--- src/rtl/seg6_scan_driver.sv ---
// seg6_scan_driver
//   Six-digit, time-multiplexed common-anode seven-segment driver.
//   Each digit slot lasts SCAN_DIV cycles. The first cycle of every slot is
//   dark to suppress ghosting. The six digit codes are captured once per
//   frame so a digit cannot change partway through a frame. While flash is
//   held, the whole display blinks with a half-period of BLINK_FRAMES frames.
//
// Ports
//   clk        in   1  system clock, rising edge
//   clr        in   1  asynchronous active-high reset
//   d1..d6     in   4  display codes (0-9 digit, 4'hE 'E', others blank); d1 leftmost
//   unlocked   in   1  lights the decimal point on every digit
//   flash      in   1  lockout blink request
//   an         out  6  digit enables, active-low, bit 0 = d1
//   seg        out  7  segments {g,f,e,d,c,b,a}, active-low
//   dp         out  1  decimal point, active-low
module seg6_scan_driver #(
  parameter int SCAN_DIV     = 50000,
  parameter int BLINK_FRAMES = 16
) (
  input  logic       clk,
  input  logic       clr,
  input  logic [3:0] d1,
  input  logic [3:0] d2,
  input  logic [3:0] d3,
  input  logic [3:0] d4,
  input  logic [3:0] d5,
  input  logic [3:0] d6,
  input  logic       unlocked,
  input  logic       flash,
  output logic [5:0] an,
  output logic [6:0] seg,
  output logic       dp
);

  localparam int CNT_W  = $clog2(SCAN_DIV);
  localparam int FCNT_W = (BLINK_FRAMES > 1) ? $clog2(BLINK_FRAMES) : 1;
  localparam logic [CNT_W-1:0]  CNT_LAST  = CNT_W'(SCAN_DIV - 1);
  localparam logic [FCNT_W-1:0] FCNT_LAST = FCNT_W'(BLINK_FRAMES - 1);

  logic [CNT_W-1:0]  r_cnt;
  logic [2:0]        r_idx;
  logic [3:0]        r_snap [6];
  logic [FCNT_W-1:0] r_fcnt;
  logic              r_phase;

  logic       w_slot_end;
  logic       w_frame_wrap;
  logic       w_dark;
  logic [3:0] w_digit;
  logic [5:0] w_an_sel;

  function automatic logic [6:0] seg7_decode(input logic [3:0] code);
    logic [6:0] s;
    case (code)
      4'h0:    s = 7'b1000000;
      4'h1:    s = 7'b1111001;
      4'h2:    s = 7'b0100100;
      4'h3:    s = 7'b0110000;
      4'h4:    s = 7'b0011001;
      4'h5:    s = 7'b0010010;
      4'h6:    s = 7'b0000010;
      4'h7:    s = 7'b1111000;
      4'h8:    s = 7'b0000000;
      4'h9:    s = 7'b0010000;
      4'hE:    s = 7'b0000110;
      default: s = 7'b1111111;
    endcase
    return s;
  endfunction

  assign w_slot_end   = (r_cnt == CNT_LAST);
  assign w_frame_wrap = w_slot_end && (r_idx == 3'd5);
  // flash is used live so that dropping it un-darkens on the very next edge,
  // before the registered phase has had time to clear.
  assign w_dark       = (r_cnt == '0) || (r_phase && flash);
  assign w_an_sel     = ~(6'b000001 << r_idx);

  always_comb begin
    w_digit = 4'hF;
    case (r_idx)
      3'd0:    w_digit = r_snap[0];
      3'd1:    w_digit = r_snap[1];
      3'd2:    w_digit = r_snap[2];
      3'd3:    w_digit = r_snap[3];
      3'd4:    w_digit = r_snap[4];
      3'd5:    w_digit = r_snap[5];
      default: w_digit = 4'hF;
    endcase
  end

  // Scan position: slot counter and digit index.
  always_ff @(posedge clk or posedge clr) begin
    if (clr) begin
      r_cnt <= '0;
      r_idx <= 3'd0;
    end else if (w_slot_end) begin
      r_cnt <= '0;
      r_idx <= (r_idx == 3'd5) ? 3'd0 : r_idx + 3'd1;
    end else begin
      r_cnt <= r_cnt + CNT_W'(1);
    end
  end

  // Frame snapshot: all six codes captured on the same edge that wraps idx.
  always_ff @(posedge clk or posedge clr) begin
    if (clr) begin
      for (int i = 0; i < 6; i++) r_snap[i] <= 4'hF;
    end else if (w_frame_wrap) begin
      r_snap[0] <= d1;
      r_snap[1] <= d2;
      r_snap[2] <= d3;
      r_snap[3] <= d4;
      r_snap[4] <= d5;
      r_snap[5] <= d6;
    end
  end

  // Blink control: counts frame wraps while flash is held.
  always_ff @(posedge clk or posedge clr) begin
    if (clr) begin
      r_fcnt  <= '0;
      r_phase <= 1'b0;
    end else if (!flash) begin
      r_fcnt  <= '0;
      r_phase <= 1'b0;
    end else if (w_frame_wrap) begin
      if (r_fcnt == FCNT_LAST) begin
        r_fcnt  <= '0;
        r_phase <= ~r_phase;
      end else begin
        r_fcnt  <= r_fcnt + FCNT_W'(1);
      end
    end
  end

  // Registered outputs, one cycle behind the scan state.
  always_ff @(posedge clk or posedge clr) begin
    if (clr) begin
      an  <= 6'b111111;
      seg <= 7'b1111111;
      dp  <= 1'b1;
    end else if (w_dark) begin
      an  <= 6'b111111;
      seg <= 7'b1111111;
      dp  <= 1'b1;
    end else begin
      an  <= w_an_sel;
      seg <= seg7_decode(w_digit);
      dp  <= ~unlocked;
    end
  end

endmodule

--- config.mk ---
export PLATFORM = sky130hd
export DESIGN_NAME = seg6_scan_driver
export DESIGN_NICKNAME = d
export VERILOG_FILES = /design/src/rtl/seg6_scan_driver.sv
export SDC_FILE = /design/constraint.sdc
export NUM_CORES = 1
export LEC_CHECK = 0
export ABC_AREA = 1
export CAP_MARGIN = 5
export CELL_PAD_IN_SITES_DETAIL_PLACEMENT = 0
export CELL_PAD_IN_SITES_GLOBAL_PLACEMENT = 2
export CORE_ASPECT_RATIO = 1.1
export CORE_MARGIN = 3
export CORE_UTILIZATION = 30
export CTS_BUF_LIST = sky130_fd_sc_hd__clkbuf_4 sky130_fd_sc_hd__clkbuf_8
export CTS_CLUSTER_SIZE = 28
export DETAILED_ROUTE_END_ITERATION = 6
export PLACE_DENSITY_LB_ADDON = 0.1
export RECOVER_POWER = 50
export SYNTH_ARGS = -nofsm -noshare
export SYNTH_HDL_FRONTEND = slang
export SYNTH_SLANG_ARGS = --single-unit
--- constraint.sdc ---
create_clock -name clk -period 1.9 [get_ports clk]
set_input_delay 0.38 -clock clk [delete_from_list [all_inputs] [get_ports clk]]
set_output_delay 0.38 -clock clk [all_outputs]
set_load 0.02 [all_outputs]
==> run_results.csv <==
group,metric,value,unit
layout,instances_no_fill,621,
setup_path,path_max_fanout,1,
global_routing,first_global_vias,2702,
route,ant_nets,0,
setup_path,worst_path_largest_cell_delay,600,ps
setup_path,worstSetupEndpoint,"an[5]",
route,avgViaCountPerCell,4.377,
sta,fmax,542.2,MHz
cts,cts.sinks,62,
route,num_vias,2718,
synthesis,synth-main-ff-cell,"dfstp_2",
setup_path,path_buf_inv,1,
cts,clk_path_buf_depth,2,
setup_path,critical_path_class,"reg2out",
sta,slew_headroom,43.61,%
floorplan,die_w,104.2,microns
sta,rsz0062_at_grt,"yes",
synthesis,yosysSeqAreaShare,50.24,%
layout,post-route-util,41.45,%
place,gp_congestion,0.8093,
setup_path,path_depth,1,
floorplan,io_pins,42,
global_routing,grt_pass1_wl,12900,microns
setup_path,cp-start-kind,"flop",
synthesis,syn_area_per_cell,7.859,sq um
synthesis,synth_edf_count,0,
worst_hold_path,worst_hold_path_type,"reg2reg",
route,drt_wl_total,7584,microns
cts,cts_root_buf,"clkbuf_8",
global_routing,grt_max_degree,63,
pwr,p_int,2.004,mW
place,io_buffers,41,
status,status,"completed",
layout,syn2layout_area_growth,31.88,%
flow_run,cap_violations,0,
setup_path,path_cells,"clkdlybuf4s50_1",
route,firstDrtPassIters,4,
route,drc,0,
floorplan,fp.dieArea,0.01188,sq mm
setup_path,reg2reg_from,"r_idx[0]",
pwr,peakVddDrop,0.2906,mV
route,wire_per_inst,12.21,microns
setup_path,reg2reg_depth,13,
setup_path,crit_family,"buffers and inverters",
synthesis,syn-cell-area,0.003183,sq mm
global_routing,antenna_found_initial,0,
setup_path,crit_arrival,1460,ps
pwr,power_frac_clock,44.5,%
pwr,power.density,625.8,mW/mm^2
sta,maxSlewViolCount,0,
synthesis,ys_ff_latch,62,
place,dpl.hpwl,5673,microns
synthesis,synth_cell_types,31,
global_routing,grt_usage,13.57,%
synthesis,yosysTopAreaCellShare,31.37,%
cts,cts_buffers,9,
synthesis,yosysWarnings,0,
floorplan,core,0.01013,sq mm
cts,cts_hold_buf,0,
place,dp_cells,603,
pwr,seq_power_share,50.9,%
cts,cts_tree,"yes",
pwr,p_leak,2.028,nW
route,drtIter0Drc,63,
layout,layout-drive-gt1-share,23.28,%
sta,finalSetupViolations,0,
sta,fin_skew,14.37,ps
pwr,switchingPower,0.6233,mW
setup_path,reg2reg_slack,120,ps
cts,cts_max_level,3,
setup_path,cp-end-kind,"primary output",
setup_path,cp.required,1520,ps
cts,clock_latency,340,ps
sta,setup_ws,55.67,ps
sta,finalCriticalPeriod,1844,ps
setup_path,startpoint,"an[5]",
pwr,combPwrFrac,4.7,%
setup_path,slowest_stage,"clkdlybuf4s50_1",
setup_path,r2r_end,"seg[5]",
layout,finalNetCount,513,
global_routing,overflow,0,
synthesis,synth_fp_nets,442,
synthesis,synth.area.top_cells,"dfstp_2 (31%), dfrtp_1 (19%), nand2_1 (18%)",
pwr,switching_share,23.73,%
synthesis,yosysTopAreaCell,"dfstp_2",
synthesis,async_flop_share,100.0,%
floorplan,start_util,31.43,%
layout,n_antenna_cell,0,
sta,worst_pin_slew,845.9,ps
sta,hold_violations,0,
cts,path_clk_slew,70,ps
floorplan,rows,38,
synthesis,syn_inst,405,
sta,fin_crit_sh,97.07,%
floorplan,die_h,114.0,microns
place,dp_slack,-6.081,ps
[layout by cell type (no fill, tap or decap), types with 3 or more instances in the layout]
cell and count:
clkbuf_8 9, xor2_1 5, nand4_1 11, a21oi_1 7
buf_4 24, nor2_2 5, ha_1 7, clkdlybuf4s50_1 40
nor4_1 3, nand2_1 152, clkinvlp_4 3, dfstp_2 38
o21ai_0 9, dfrtp_1 24, nand2_2 6, nor2_1 31
inv_1 40, nand3_1 31, inv_2 8
[final cells by class]
| class | instances | area (sq um) |
|---|---|---|
| Clock inverter | 7 | 75.07 |
| Fill cell | 1047 | 5929 |
| Tap cell | 140 | 175.2 |
| Multi-Input combinational cell | 284 | 1389 |
| Clock buffer | 9 | 123.9 |
| Inverter | 50 | 195.2 |
| Sequential cell | 62 | 1599 |
| Timing Repair Buffer | 69 | 640.6 |
[kinds of logic (layout without fill, tap and decap cells)]
family,Yosys count,after routing,share of synthesized area (%)
buffers and inverters,59,135,7.783
AOI/OAI and AO/OA,18,18,2.909
and+or+nand+nor,251,251,33.88
xor gates and xnor gates,6,6,1.651
adders and majority gates,9,9,3.538
DFF,62,62,50.24
[Yosys cell counts, types with 3 or more instances]
master / count
nand4_1: 11
inv_2: 4
nand3_1: 33
nor4_1: 3
xor2_1: 5
buf_2: 4
nand2_1: 154
a21oi_1: 7
nand2_2: 5
o21ai_0: 9
nor2_1: 36
dfrtp_1: 24
dfstp_2: 38
ha_1: 9
inv_1: 45
[per-layer routing]
metal | track usage (%) | share of wire [%] | up-vias
li1 | - | - | 1400
met1 | 17.82 | 48 | 1252
met2 | 21.67 | 46 | 48
met3 | 2.773 | 3.7 | 18
met4 | 6.206 | 2.6 | 0
met5 | 0 | 0 | -
[metrics by stage]
stage | hold slack [ps] | total power, mW | instance area (sq um) | TNS (ps)
2_1_floorplan | 423.5 | 1.400 | 3183 | 0
3_3_place_gp | 455.3 | 1.489 | 3931 | -2.951
3_5_place_dp | 455.3 | 1.490 | 3931 | -6.081
4_1_cts | 413.0 | 2.695 | 4135 | 0
5_1_grt | 477.2 | 2.745 | 4198 | -47.64
6_report | 461.0 | 2.627 | 4198 | 0
[timing repair]
action,CTS,global route
pin swaps,0,9
resized for setup,2,20
setup endpoints to repair,1,7
hold endpoints to repair,0,0
setup buffers,0,2
[power by group through the flow]
stage / combinational (mW) / clock [mW] / sequential [mW]
after global placement: 0.130 / 0 / 1.36
after floorplan: 0.0368 / 0 / 1.36
after detailed placement: 0.132 / 0 / 1.36
final: 0.123 / 1.17 / 1.34
after global routing: 0.138 / 1.27 / 1.34
after CTS: 0.132 / 1.23 / 1.34
[sequential cells by signal, summed over array words and instances (netlist names)]
signal and count:
r_phase 1, dp 1, r_idx 3, an 6, r_cnt 16, seg 7, r_fcnt 4, r_snap 24
[how the worst min path moves through the flow]
| stage | startpoint | to | slack (ps) | cells past startpoint |
|---|---|---|---|---|
| final | r_snap[5] | r_snap[5] | 460 | 2 |
| after global routing | r_snap[15] | r_snap[15] | 480 | 2 |
| after CTS | clr | r_phase | 410 | 3 |
| after detailed placement | r_snap[5] | r_snap[5] | 460 | 2 |
| after global placement | r_snap[4] | r_snap[4] | 460 | 2 |
| after floorplan | unlocked | dp | 420 | 1 |
Power figures use the tool's default switching activity.
